`src/rtl/pulse_to_level_if.sv`:
```
`default_nettype none
`timescale 1ns/1ps
// ============================================================================
// Module   : pulse_to_level_if
// Brief    : Strobe-in / level-out bundle for the pulse_to_level stretcher.
// Revision : 1.0 - initial release
// ============================================================================
interface pulse_to_level_if #(
    parameter int WIDTH = 1
);
    logic [WIDTH-1:0] pulse_in;
    logic [WIDTH-1:0] clear_missed;
    logic [WIDTH-1:0] level_out;
    logic             level_any;
    logic [WIDTH-1:0] missed;

    modport master (
        output pulse_in,
        output clear_missed,
        input  level_out,
        input  level_any,
        input  missed
    );

    modport slave (
        input  pulse_in,
        input  clear_missed,
        output level_out,
        output level_any,
        output missed
    );
endinterface
`default_nettype wire

```
`src/rtl/pulse_to_level.sv`:
```
`default_nettype none
`timescale 1ns/1ps
// ============================================================================
// Module   : pulse_to_level
// Brief    : Per-channel pulse stretcher (HOLD high, optional GAP low guard),
//            sticky missed flag. Option macro: PULSE_TO_LEVEL_RETRIGGER_EN.
// Revision : 1.0 - initial release
// ============================================================================
module pulse_to_level #(
    parameter int WIDTH       = 1,
    parameter int HOLD_CYCLES = 4,
    parameter int GAP_CYCLES  = 0
) (
    input  logic                 clk,
    input  logic                 reset,
    pulse_to_level_if.slave      bus
);
    localparam int MAX_CNT = (HOLD_CYCLES > GAP_CYCLES) ? HOLD_CYCLES : GAP_CYCLES;
    localparam int CNT_W   = (MAX_CNT > 0) ? $clog2(MAX_CNT + 1) : 1;

    localparam logic [CNT_W-1:0] C_HOLD_LOAD = CNT_W'(HOLD_CYCLES - 1);
    // The IDLE cycle after GAP is itself low, so GAP spans GAP_CYCLES-1 states
    // to give exactly GAP_CYCLES low clocks before the next pulse is accepted.
    localparam logic [CNT_W-1:0] C_GAP_LOAD  = CNT_W'((GAP_CYCLES > 1) ? GAP_CYCLES - 2 : 0);
    localparam logic [CNT_W-1:0] C_CNT_ONE   = CNT_W'(1);
    localparam bit               C_GAP_EN       = (GAP_CYCLES > 0);
    localparam bit               C_GAP_STATE_EN = (GAP_CYCLES > 1);

    typedef enum logic [1:0] {
        ST_IDLE = 2'd0,
        ST_HOLD = 2'd1,
        ST_GAP  = 2'd2
    } state_t;

    logic [WIDTH-1:0] w_level;
    logic [WIDTH-1:0] w_missed;

    for (genvar i = 0; i < WIDTH; i++) begin : g_ch
        state_t           state_q, state_d;
        logic [CNT_W-1:0] cnt_q, cnt_d;
        logic             missed_q, missed_d;
        logic             w_drop;

        always_comb begin
            state_d = state_q;
            cnt_d   = cnt_q;
            w_drop  = 1'b0;
            case (state_q)
                ST_IDLE: begin
                    if (bus.pulse_in[i]) begin
                        state_d = ST_HOLD;
                        cnt_d   = C_HOLD_LOAD;
                    end
                end
                ST_HOLD: begin
`ifdef PULSE_TO_LEVEL_RETRIGGER_EN
                    if (bus.pulse_in[i]) begin
                        cnt_d = C_HOLD_LOAD;
                    end else if (cnt_q != '0) begin
                        cnt_d = cnt_q - C_CNT_ONE;
                    end else if (C_GAP_STATE_EN) begin
                        state_d = ST_GAP;
                        cnt_d   = C_GAP_LOAD;
                    end else begin
                        state_d = ST_IDLE;
                    end
`else
                    if (cnt_q != '0) begin
                        cnt_d  = cnt_q - C_CNT_ONE;
                        w_drop = bus.pulse_in[i];
                    end else if (bus.pulse_in[i] && !C_GAP_EN) begin
                        cnt_d = C_HOLD_LOAD;
                    end else begin
                        w_drop = bus.pulse_in[i];
                        if (C_GAP_STATE_EN) begin
                            state_d = ST_GAP;
                            cnt_d   = C_GAP_LOAD;
                        end else begin
                            state_d = ST_IDLE;
                        end
                    end
`endif
                end
                ST_GAP: begin
                    w_drop = bus.pulse_in[i];
                    if (cnt_q == '0) begin
                        state_d = ST_IDLE;
                    end else begin
                        cnt_d = cnt_q - C_CNT_ONE;
                    end
                end
                default: begin
                    state_d = ST_IDLE;
                    cnt_d   = '0;
                end
            endcase
            // A drop in the same cycle as a clear keeps the flag set.
            missed_d = w_drop | (missed_q & ~bus.clear_missed[i]);
        end

        always_ff @(posedge clk) begin
            if (reset) begin
                state_q  <= ST_IDLE;
                cnt_q    <= '0;
                missed_q <= 1'b0;
            end else begin
                state_q  <= state_d;
                cnt_q    <= cnt_d;
                missed_q <= missed_d;
            end
        end

        assign w_level[i]  = (state_q == ST_HOLD);
        assign w_missed[i] = missed_q;
    end

    assign bus.level_out = w_level;
    assign bus.missed    = w_missed;
    assign bus.level_any = |w_level;
endmodule
`default_nettype wire
```
`src/flat_wrapper.sv`:
```
// flat-port wrapper written by rule: the top's interface ports become plain ports
module pulse_to_level_flat 
#(
    parameter int WIDTH       = 1,
    parameter int HOLD_CYCLES = 4,
    parameter int GAP_CYCLES  = 0
)
  (clk, reset, bus_pulse_in, bus_clear_missed, bus_level_out, bus_level_any, bus_missed);
  pulse_to_level_if #(.WIDTH(WIDTH)) bus_i ();
  input  logic clk;
  input  logic reset;
  input wire logic [$bits(bus_i.pulse_in)-1:0] bus_pulse_in;
  input wire logic [$bits(bus_i.clear_missed)-1:0] bus_clear_missed;
  output wire logic [$bits(bus_i.level_out)-1:0] bus_level_out;
  output wire logic [$bits(bus_i.level_any)-1:0] bus_level_any;
  output wire logic [$bits(bus_i.missed)-1:0] bus_missed;
  assign bus_i.pulse_in = bus_pulse_in;
  assign bus_i.clear_missed = bus_clear_missed;
  assign bus_level_out = bus_i.level_out;
  assign bus_level_any = bus_i.level_any;
  assign bus_missed = bus_i.missed;
  pulse_to_level #(.WIDTH(WIDTH), .HOLD_CYCLES(HOLD_CYCLES), .GAP_CYCLES(GAP_CYCLES)) u_core (.clk(clk), .reset(reset), .bus(bus_i));
endmodule
```
`config.mk`:
```
export PLATFORM = sky130hd
export DESIGN_NAME = pulse_to_level_flat
export DESIGN_NICKNAME = d
export VERILOG_FILES = /design/src/rtl/pulse_to_level_if.sv /design/src/rtl/pulse_to_level.sv /design/src/flat_wrapper.sv
export SDC_FILE = /design/constraint.sdc
export NUM_CORES = 1
export LEC_CHECK = 0
export ABC_AREA = 1
export CORE_AREA = 2 2 39 41
export CTS_CLUSTER_DIAMETER = 60
export DETAILED_ROUTE_END_ITERATION = 6
export DIE_AREA = 0 0 41 43
export PLACE_DENSITY_LB_ADDON = 0.2
export SYNTH_ARGS = -nofsm -noshare
export SYNTH_HDL_FRONTEND = slang
export SYNTH_SLANG_ARGS = --single-unit
```
`constraint.sdc`:
```
create_clock -name clk -period 1.4 [get_ports clk]
set_input_delay 0.28 -clock clk [delete_from_list [all_inputs] [get_ports clk]]
set_output_delay 0.28 -clock clk [all_outputs]
set_load 0.02 [all_outputs]
```
==> summary.md <==
| Metric | Value |
|---|---|
| Critical path's slowest cell | `dfxtp_1` |
| Clock Skew | `0.00416 ns` |
| Setup Viol. Count Final | `0` |
| N_diodes | `0` |
| Cells after Synth | `37` |
| Die height | `43 um` |
| Min-delay src | `u_core.bus.missed` |
| Synth Cell Area | `268 um^2` |
| Setup TNS | `0 ns` |
| CTS tree | `done` |
| I/O pin cnt | `7` |
| Peak supply drop | `0.379 mV` |
| Worst-margin pin slew | `0.209 ns` |
| Critical path capture point type | `output port` |
| WHS Path Cells | `2` |
| Critical Path Start Type | `flop` |
| Drt initial violations | `2` |
| Initial core utilization | `19.3%` |
| Total power per unit cell area | `1120 nW/um^2` |
| Reg2reg setup slack | `0.31 ns` |
| Initial antenna violation count | `0` |
| Worst r2r path cells | `7` |
| TritonCTS buffer count | `3` |
| YS warnings | `0` |
| Sequential element share of the synthesized area | `37.4%` |
| Netlist cell types | `12` |
| DRT Pass-1 Iters | `4` |
| Slew HR | `86.1%` |
| Vias in the first global route | `216` |
| Area share of the largest cell type after synthesis | `37.4%` |
| WP depth | `1` |
| Post-synthesis area per instance | `7.24 um^2` |
| Critical path fanouts, max | `4` |
| Syn_nets | `43` |
| Top FF cell, synth | `dfxtp_1` |
| Tmin final | `1.22 ns` |
| Clk Latency, worst-skew pair | `0.24 ns` |
| Gpl congestion | `0.616` |
| Fin cells | `62` |
| Lkg Pwr | `0.177 nW` |
| Slew Limit Fails | `0` |
| GRT Overall Usage | `7.03%` |
| Combinational Power Share | `19.9%` |
| CP Class | `flop to output port` |
| Drt total wl | `431 um` |
| Cell with the most instances after synthesis | `nand2_1` |
| Placed instance count | `58` |
| First-pass GRT wire length | `800 um` |
| Sw Ratio | `26.9%` |
| Synth top area cells | `dfxtp_1 (37%), nand2_1 (11%), inv_1 (9.8%), ha_1 (9.3%), nand2_2 (7.0%)` |
| WL per Instance | `6.95 um` |
| Power, Total | `0.000405 W` |
| Max frequency | `817 MHz` |
| Synth area leader | `dfxtp_1` |
| CP arrival | `0.94 ns` |
| Crit path largest cell delay | `0.36 ns` |
| Routed Antenna Nets | `0` |
| Share of cells above drive strength 1 | `17.4%` |
| Clk pwr share | `40.5%` |
| Row cnt | `14` |
| Post-synth ARST share | `0%` |
| Via/cell ratio | `3.68` |
| Worst Path Buf+Inv | `1` |
| Int Power | `0.000296 W` |
| Final period util | `87.4%` |
| Via count | `228` |
| Max Root-Sink Buffers | `2` |
| Worst path cell trace | `dlygate4sd2_1` |
| Remaining Overflow, GRT | `0` |
| Final Hold Fails | `0` |
| Delay-heaviest family, CP | `flip-flops` |
| Area Overhead vs Synth | `35.5%` |
| Critical path required time | `1.12 ns` |
| Total Nets Final | `53` |
| Switch Pwr | `0.000109 W` |
| Core box area | `1380 um^2` |
| Port Buffers | `6` |
| Die ar. | `1760 um^2` |
| Max-Cap Viols | `0` |
| RSZ-0062 raised after global routing | `false` |
| # DRC | `0` |
| Synth cell count leaders | `nand2_1 (8), inv_1 (7), dfxtp_1 (5)` |
| Post-synth EDFFs | `0` |
| Reg-to-reg endpoint | `u_core.g_ch[0].cnt_q[0]` |
| Max H-tree Level | `1` |
| CTS sink count | `5` |
| Register bit count reported by yosys | `5` |
| Die width | `41 um` |
| Min-Delay Endpoint | `u_core.bus.missed` |
| Reg-to-reg startpoint | `u_core.g_ch[0].cnt_q[0]` |
| Min-Delay Path Class | `flop to flop` |
| Clk root buf | `clkbuf_4` |
| Run status | `complete, no violations` |
| Worst-path clk slew | `0.04 ns` |
| Sequential Power Share | `39.6%` |
| Largest net degree at the start of global routing | `5` |
| Placed wire-length estimate | `366 um` |
cell type report:
cell class,count,area [um^2]
Clock buffer,4,26.3
Fill cell,160,1020
Inverter,8,30.0
Multi-Input combinational cell,23,130
Sequential cell,5,100
Tap cell,16,20.0
Timing Repair Buffer,6,56.3
power groups by stage:
stage	Clock (W)	Sequential, W	Combinational [W]
3_3_place_gp	0	0.000163	0.0000861
2_1_floorplan	0	0.000166	0.0000561
6_report	0.000164	0.000160	0.0000808
3_5_place_dp	0	0.000163	0.0000855
4_1_cts	0.000173	0.000160	0.0000821
5_1_grt	0.000185	0.000162	0.0000935
placed cells by master, fill, tap and decap left out:
cell type / netlist / routed
dlygate4sd2_1: 0 / 3
nor2_1: 4 / 4
dfxtp_1: 5 / 5
a21oi_4: 1 / 1
o21ai_1: 1 / 1
a21oi_1: 3 / 3
inv_2: 1 / 1
nand2_1: 8 / 8
clkdlybuf4s50_1: 0 / 3
ha_1: 2 / 2
nand3_1: 1 / 1
nand2_2: 3 / 3
inv_1: 7 / 7
clkbuf_1: 0 / 1
clkbuf_4: 0 / 3
kinds of logic after synthesis:
group           share of synthesized area, %
buf+inv                                 14.0
compound gates                          13.5
flops                                   37.4
fa+ha+maj                               9.34
simple gates                            25.7
state kept, by name, indices dropped and copies added (netlist names):
register and flops:
u_core.bus.missed 1, u_core.g_ch.cnt_q 3, u_core.g_ch.state_q 1
worst max path at each step:
stage | start | to | slack [ns]
floorplan | u_core.g_ch[0].cnt_q[0] | u_core.g_ch[0].cnt_q[1] | 0.39
global route | u_core.g_ch[0].state_q[0] | bus_level_any | 0.11
detailed placement | u_core.g_ch[0].state_q[0] | bus_level_out | 0.14
CTS | u_core.g_ch[0].state_q[0] | bus_level_out | 0.15
global placement | u_core.g_ch[0].state_q[0] | bus_level_out | 0.14
finish | u_core.g_ch[0].state_q[0] | bus_level_out | 0.18
worst min-delay path: stages (launching register included):
cell,delay (ns)
dfxtp_1,0.30
nand2_1,0.06
a21oi_1,0.06
repair_timing:
| item | in CTS | in global routing |
|---|---|---|
| buffers inserted | 0 | 0 |
| hold buffers | 0 | 0 |
| setup endpoints to repair | 3 | 0 |
| gates resized for setup | 3 | 0 |
per-stage QoR:
step / area, um^2 / utilization (%) / hold slack [ns] / setup WS [ns]
floorplan: 268 / - / 0.349 / 0.392
global route: 363 / 26.2 / 0.521 / 0.107
detailed placement: 340 / 24.6 / 0.469 / 0.140
global placement: 340 / 24.6 / 0.467 / 0.143
finish: 363 / 26.2 / 0.480 / 0.176
CTS: 363 / 26.2 / 0.473 / 0.155
layer usage:
metal  track usage (%)  share of wire (%)
met5                 0                  0
met4              4.00                  0
met3              4.71                3.2
met2              9.38                 50
met1              8.04                 46
Power figures use the tool's default switching activity.
